--- src/rtl/addsub_pkg.sv ---
// Shared encodings for the digit-serial adder/subtractor.
package addsub_pkg;

    typedef enum logic [0:0] {
        IDLE = 1'b0,
        RUN  = 1'b1
    } state_t;

    localparam logic MODE_ADD = 1'b0;
    localparam logic MODE_SUB = 1'b1;

endpackage : addsub_pkg

--- src/rtl/addsub_digit.sv ---
// Combinational DIGIT-bit slice adder; also reports the carry into its top bit
// so the parent can form signed overflow on the final slice.
module addsub_digit #(
    parameter int DIGIT = 2
) (
    input  logic [DIGIT-1:0] i_a,
    input  logic [DIGIT-1:0] i_b,
    input  logic             i_cin,
    output logic [DIGIT-1:0] o_sum,
    output logic             o_cout,
    output logic             o_ctop
);

    logic [DIGIT:0] w_full;

    assign w_full = {1'b0, i_a} + {1'b0, i_b} + {{DIGIT{1'b0}}, i_cin};
    assign o_sum  = w_full[DIGIT-1:0];
    assign o_cout = w_full[DIGIT];
    // sum bit = a ^ b ^ carry-in, so the carry into the top bit falls out directly
    assign o_ctop = i_a[DIGIT-1] ^ i_b[DIGIT-1] ^ w_full[DIGIT-1];

endmodule : addsub_digit

--- src/rtl/addsub_serial.sv ---
// Digit-serial add/subtract: one DIGIT-bit slice per RUN cycle, LSB first,
// with flags captured on the edge that raises done.
module addsub_serial
    import addsub_pkg::*;
#(
    parameter int WIDTH = 8,
    parameter int DIGIT = 2
) (
    input  logic             clk,
    input  logic             reset,
    input  logic             start,
    input  logic             mode,
    input  logic [WIDTH-1:0] a,
    input  logic [WIDTH-1:0] b,
    output logic             busy,
    output logic             done,
    output logic [WIDTH-1:0] res,
    output logic             co,
    output logic             zero,
    output logic             neg,
    output logic             ovf
);

    localparam int N     = WIDTH / DIGIT;
    localparam int CNT_W = (N > 1) ? $clog2(N) : 1;

    state_t             r_state;
    state_t             w_next_state;
    logic [CNT_W-1:0]   r_cnt;
    logic               r_carry;
    logic [WIDTH-1:0]   r_a;
    logic [WIDTH-1:0]   r_b;
    logic [WIDTH-1:0]   r_res;
    logic               r_done;
    logic               r_co;
    logic               r_zero;
    logic               r_neg;
    logic               r_ovf;

    logic               w_load;
    logic               w_step;
    logic               w_last;
    logic [DIGIT-1:0]   w_sum;
    logic               w_cout;
    logic               w_ctop;
    logic [WIDTH-1:0]   w_res_next;

    addsub_digit #(
        .DIGIT (DIGIT)
    ) u_digit (
        .i_a    (r_a[DIGIT-1:0]),
        .i_b    (r_b[DIGIT-1:0]),
        .i_cin  (r_carry),
        .o_sum  (w_sum),
        .o_cout (w_cout),
        .o_ctop (w_ctop)
    );

    // New slice enters at the top; after N steps the result is fully aligned.
    if (WIDTH == DIGIT) begin : g_res_one
        assign w_res_next = w_sum;
    end else begin : g_res_many
        assign w_res_next = {w_sum, r_res[WIDTH-1:DIGIT]};
    end

    // State register.
    always_ff @(posedge clk) begin
        if (reset) begin
            r_state <= IDLE;
        end else begin
            r_state <= w_next_state;
        end
    end

    // Next-state logic.
    always_comb begin
        w_next_state = r_state;
        case (r_state)
            IDLE: begin
                if (start) begin
                    w_next_state = RUN;
                end else begin
                    w_next_state = IDLE;
                end
            end
            RUN: begin
                if (w_last) begin
                    w_next_state = IDLE;
                end else begin
                    w_next_state = RUN;
                end
            end
            default: w_next_state = IDLE;
        endcase
    end

    // State-decoded controls.
    always_comb begin
        w_load = 1'b0;
        w_step = 1'b0;
        w_last = 1'b0;
        case (r_state)
            IDLE: begin
                w_load = start;
            end
            RUN: begin
                w_step = 1'b1;
                w_last = (r_cnt == CNT_W'(N - 1));
            end
            default: begin
                w_load = 1'b0;
            end
        endcase
    end

    // Operand capture, slice accumulation and flag capture.
    always_ff @(posedge clk) begin
        if (reset) begin
            r_cnt   <= '0;
            r_carry <= 1'b0;
            r_a     <= '0;
            r_b     <= '0;
            r_res   <= '0;
            r_done  <= 1'b0;
            r_co    <= 1'b0;
            r_zero  <= 1'b0;
            r_neg   <= 1'b0;
            r_ovf   <= 1'b0;
        end else begin
            r_done <= 1'b0;
            if (w_load) begin
                r_cnt   <= '0;
                r_carry <= mode;
                r_a     <= a;
                r_b     <= (mode == MODE_SUB) ? ~b : b;
            end else if (w_step) begin
                r_cnt   <= r_cnt + CNT_W'(1);
                r_carry <= w_cout;
                r_a     <= r_a >> DIGIT;
                r_b     <= r_b >> DIGIT;
                r_res   <= w_res_next;
                if (w_last) begin
                    r_done <= 1'b1;
                    r_co   <= w_cout;
                    r_zero <= (w_res_next == '0);
                    r_neg  <= w_res_next[WIDTH-1];
                    r_ovf  <= w_ctop ^ w_cout;
                end else begin
                    r_done <= 1'b0;
                end
            end else begin
                r_cnt <= r_cnt;
            end
        end
    end

    assign busy = (r_state == RUN);
    assign done = r_done;
    assign res  = r_res;
    assign co   = r_co;
    assign zero = r_zero;
    assign neg  = r_neg;
    assign ovf  = r_ovf;

endmodule : addsub_serial
--- config.mk ---
export PLATFORM = sky130hd
export DESIGN_NAME = addsub_serial
export DESIGN_NICKNAME = d
export VERILOG_FILES = /design/src/rtl/addsub_pkg.sv /design/src/rtl/addsub_digit.sv /design/src/rtl/addsub_serial.sv
export SDC_FILE = /design/constraint.sdc
export NUM_CORES = 1
export LEC_CHECK = 0
export ABC_AREA = 1
export CAP_MARGIN = 40
export CORE_UTILIZATION = 25
export DETAILED_ROUTE_END_ITERATION = 7
export GPL_TIMING_DRIVEN = 0
export PLACE_DENSITY = 0.5
export SLEW_MARGIN = 0
export SYNTH_ARGS = -nofsm -noshare
export SYNTH_HDL_FRONTEND = slang
export SYNTH_SLANG_ARGS = --single-unit
--- constraint.sdc ---
create_clock -name clk -period 2.1 [get_ports clk]
set_input_delay 0.42 -clock clk [delete_from_list [all_inputs] [get_ports clk]]
set_output_delay 0.42 -clock clk [all_outputs]
set_load 0.05 [all_outputs]
==> metrics.md <==
| Metric | Value |
|---|---|
| CTS Hold Bufs | 0 |
| Mux contribution to synthesized area | 0 |
| Initial antenna violation count | 0 |
| Leakage power | 1.00 nW |
| CP Capture Point | busy |
| Synth Area in Adders | 0.0408 |
| Sequential cell area | 661 sq um |
| Num CTS Buffers | 5 |
| Period minus WS final | 1960 ps |
| First-pass GRT wire length | roughly 5.9 mm |
| Clock root buffer | clkbuf_8 |
| Most common cell after layout, fill and taps aside | nand2_1 |
| Fin worst setup slack | 136 ps |
| Syn avg cell area | 6.93 sq um |
| CTS Buffer Depth | 2 |
| Die Footprint | 6700 sq um |
| Mapped Cells | 230 |
| Hold Crit Class | primary input to flop |
| Pin count of the biggest net entering global routing | 11 |
| IO Port Bufs | 30 |
| Initial Util | 0.265 |
| Cell Area, Synth | about 1600 sq um |
| CP Class | flop to primary output |
| Synthesis-stage register bit count | 33 |
| Vias in the first global route | around 1400 |
| Peak VDD IR | around 390 uV |
| R2R cell count | 8 |
| GR Overflow Total | 0 |
| Initial DRC Count | 64 |
| Commonest cells after routing, fill and taps aside | nand2_1 (75), dfxtp_1 (33), inv_1 (30), clkdlybuf4s50_1 (30) |
| Hold Fails Final Rpt | 0 |
| Routability congestion estimate from global placement | around 0.71 |
| Compound-Gate Fraction of Synth Area | 0.0958 |
| CP Depth | 1 |
| DRT antenna net count | 0 |
| Cell Pwr Density | 754 nW/um^2 |
| Max-cap violations | 0 |
| Setup Skew | 6.36 ps |
| Diodes inserted | 0 |
| Placeable Area | 6030 sq um |
| Setup TNS | 0 ps |
| Die Y | 81.9 um |
| Fin crit share | 0.935 |
| Post-CTS setup buffers | 0 |
| Row Count | 28 |
| Post-synthesis cell type count | 25 |
| Reg2reg start | r_carry |
| Synth Net Count | 254 |
| CTS tree | done |
| Seq/Total Area, Yosys | 0.414 |
| Pre-CTS setup slack | 272 ps |
| Multi-input logic area | 722 sq um |
| Max-slew violation count | 0 |
| Delay-heaviest family, CP | buffers and inverters |
| Slowest-stage cell, CP | clkdlybuf4s50_1 |
| Max_slew headroom | 0.667 |
| Wire length per cell | slightly above 10 um |
| Final-layout fill cell count | 659 |
| DRT Pass-1 Iters | 4 |
| Clk pin slew, worst setup/hold paths | 70 ps |
| Cell Chain, Critical Path | clkdlybuf4s50_1 |
| CTS H-Tree Depth | 2 |
| Setup slack, reg-to-reg | 270 ps |
| Actual slew at the worst max-slew pin | 498 ps |
| Critical path fanouts, max | 3 |
| Final hold slack | about 430 ps |
| Clock Latency Late Sink | ~290 ps |
| Simple-gate share of the synthesized area | 0.311 |
| Tot GR Track Use | 0.119 |
| Required time of the critical path | roughly 1700 ps |
| Ys Warns | 0 |
| Num ports | 34 |
| Startpoint types | flop |
| Via count | 1439 |
| Resized Gates After CTS | 0 |
| Crit end category | primary output |
| Final Util | 0.349 |
| WP data arrival | 1540 ps |
| Post-route DRC violation count | 0 |
| Largest family of logic cells by synthesized area | simple AND/OR/NAND/NOR gates |
| Synth Area in XOR/XNOR | 0.00549 |
| Worst R2R End | ovf |
| Final WL | about 3.5 mm |
| Fmax | 0.509 GHz |
| Unrepaired setup endpoints after global routing | no |
| Layout area overhead | 32.0% |
| CTS Sinks | 33 |
| Layout Nets | 291 |
| Post-DR vias/cell | 4.20 |
| Worst setup startpoint | busy |
| Final setup viols | 0 |
| Share of cells above drive strength 1 | 0.101 |
| Status | finished clean |
| Dpl hpwl | 2.55 mm |
| Worst path bufs/invs | 1 |
| Slowest Stage Delay on Critical Path | 840 ps |
| Die X | around 82 um |
==> where the power goes <==
part | total (mW) | internal, mW | switching (mW) | leakage (nW)
clock network | 0.620 | 0.387 | 0.233 | 0.0585
logic | 0.283 | 0.118 | 0.165 | 0.674
registers | 0.685 | 0.660 | 0.0241 | 0.270
total | 1.59 | 1.16 | 0.423 | 1.00
==> cell usage after synthesis <==
library cell | n | area [sq um]
nor3_1 | 1 | 5.00
nor2_4 | 2 | 22.5
o21ai_1 | 9 | 45.0
ha_1 | 2 | 25.0
nand3_1 | 18 | 90.1
buf_2 | 4 | 20.0
fa_1 | 2 | 40.0
nand3b_1 | 1 | 7.51
nand2_1 | 75 | 282
inv_1 | 30 | 113
inv_2 | 4 | 15.0
nor2b_1 | 1 | 6.26
nand2_2 | 1 | 6.26
a21oi_1 | 18 | 90.1
nor2_2 | 1 | 6.26
nor3_2 | 1 | 10.0
dfxtp_1 | 33 | 661
nor2_1 | 16 | 60.1
o21ai_0 | 1 | 5.00
buf_6 | 3 | 33.8
a211oi_2 | 1 | 12.5
xnor2_1 | 1 | 8.76
clkbuf_1 | 1 | 3.75
clkinv_1 | 1 | 3.75
buf_4 | 3 | 22.5
==> per-stage QoR <==
step | power, mW | instances | area (sq um)
finish | 1.59 | 343 | 2100
global route | 1.67 | 343 | 2100
CTS | 1.61 | 343 | 2100
detailed placement | 0.985 | 335 | 1990
global placement | 0.983 | 335 | 1990
floorplan | 0.889 | 230 | 1590
==> per-layer routing <==
metal  GRT usage  vias up  routed length [um]
li1            -      778                   -
met5           0        -                   0
met4      0.0368        0                  40
met1       0.143      623                1760
met2       0.193       32                1510
met3      0.0467        6                 172
==> worst min-delay path by stage <==
stage                     slack [ps]  endpoint  cells past startpoint   start
final                            430  r_cnt[1]                      2   reset
after global routing             420  r_cnt[1]                      2   reset
after CTS                        420  r_cnt[1]                      2   reset
after detailed placement         450       ovf                      2     ovf
after global placement           440      zero                      2    zero
after floorplan                  440    r_a[7]                      2  r_a[7]
==> flip-flops by register name, summed over array words and instances (netlist names) <==
signal and count:
r_a 8, r_b 8, res 8, r_cnt 2, busy 1, co 1
done 1, neg 1, ovf 1, r_carry 1, zero 1
==> cell families (layout without fill, tap and decap cells) <==
kind of cell / Yosys count / in the layout
simple gates: 117 / 117
buf+inv: 46 / 84
flops: 33 / 33
compound gates: 29 / 29
fa+ha+maj: 4 / 4
xor+xnor: 1 / 1
==> layout make-up <==
cell class / count / share of cell area
inverters: 35 / 0.0624
flip-flops and latches: 33 / 0.314
repair buffers: 30 / 0.143
clock buffers: 7 / 0.0410
plain buffers: 11 / 0.0380
well taps: 75 / 0.0446
clock inverters: 1 / 0.0143
multi-input cells: 151 / 0.343
No activity file was read; power rests on OpenSTA's default activity.
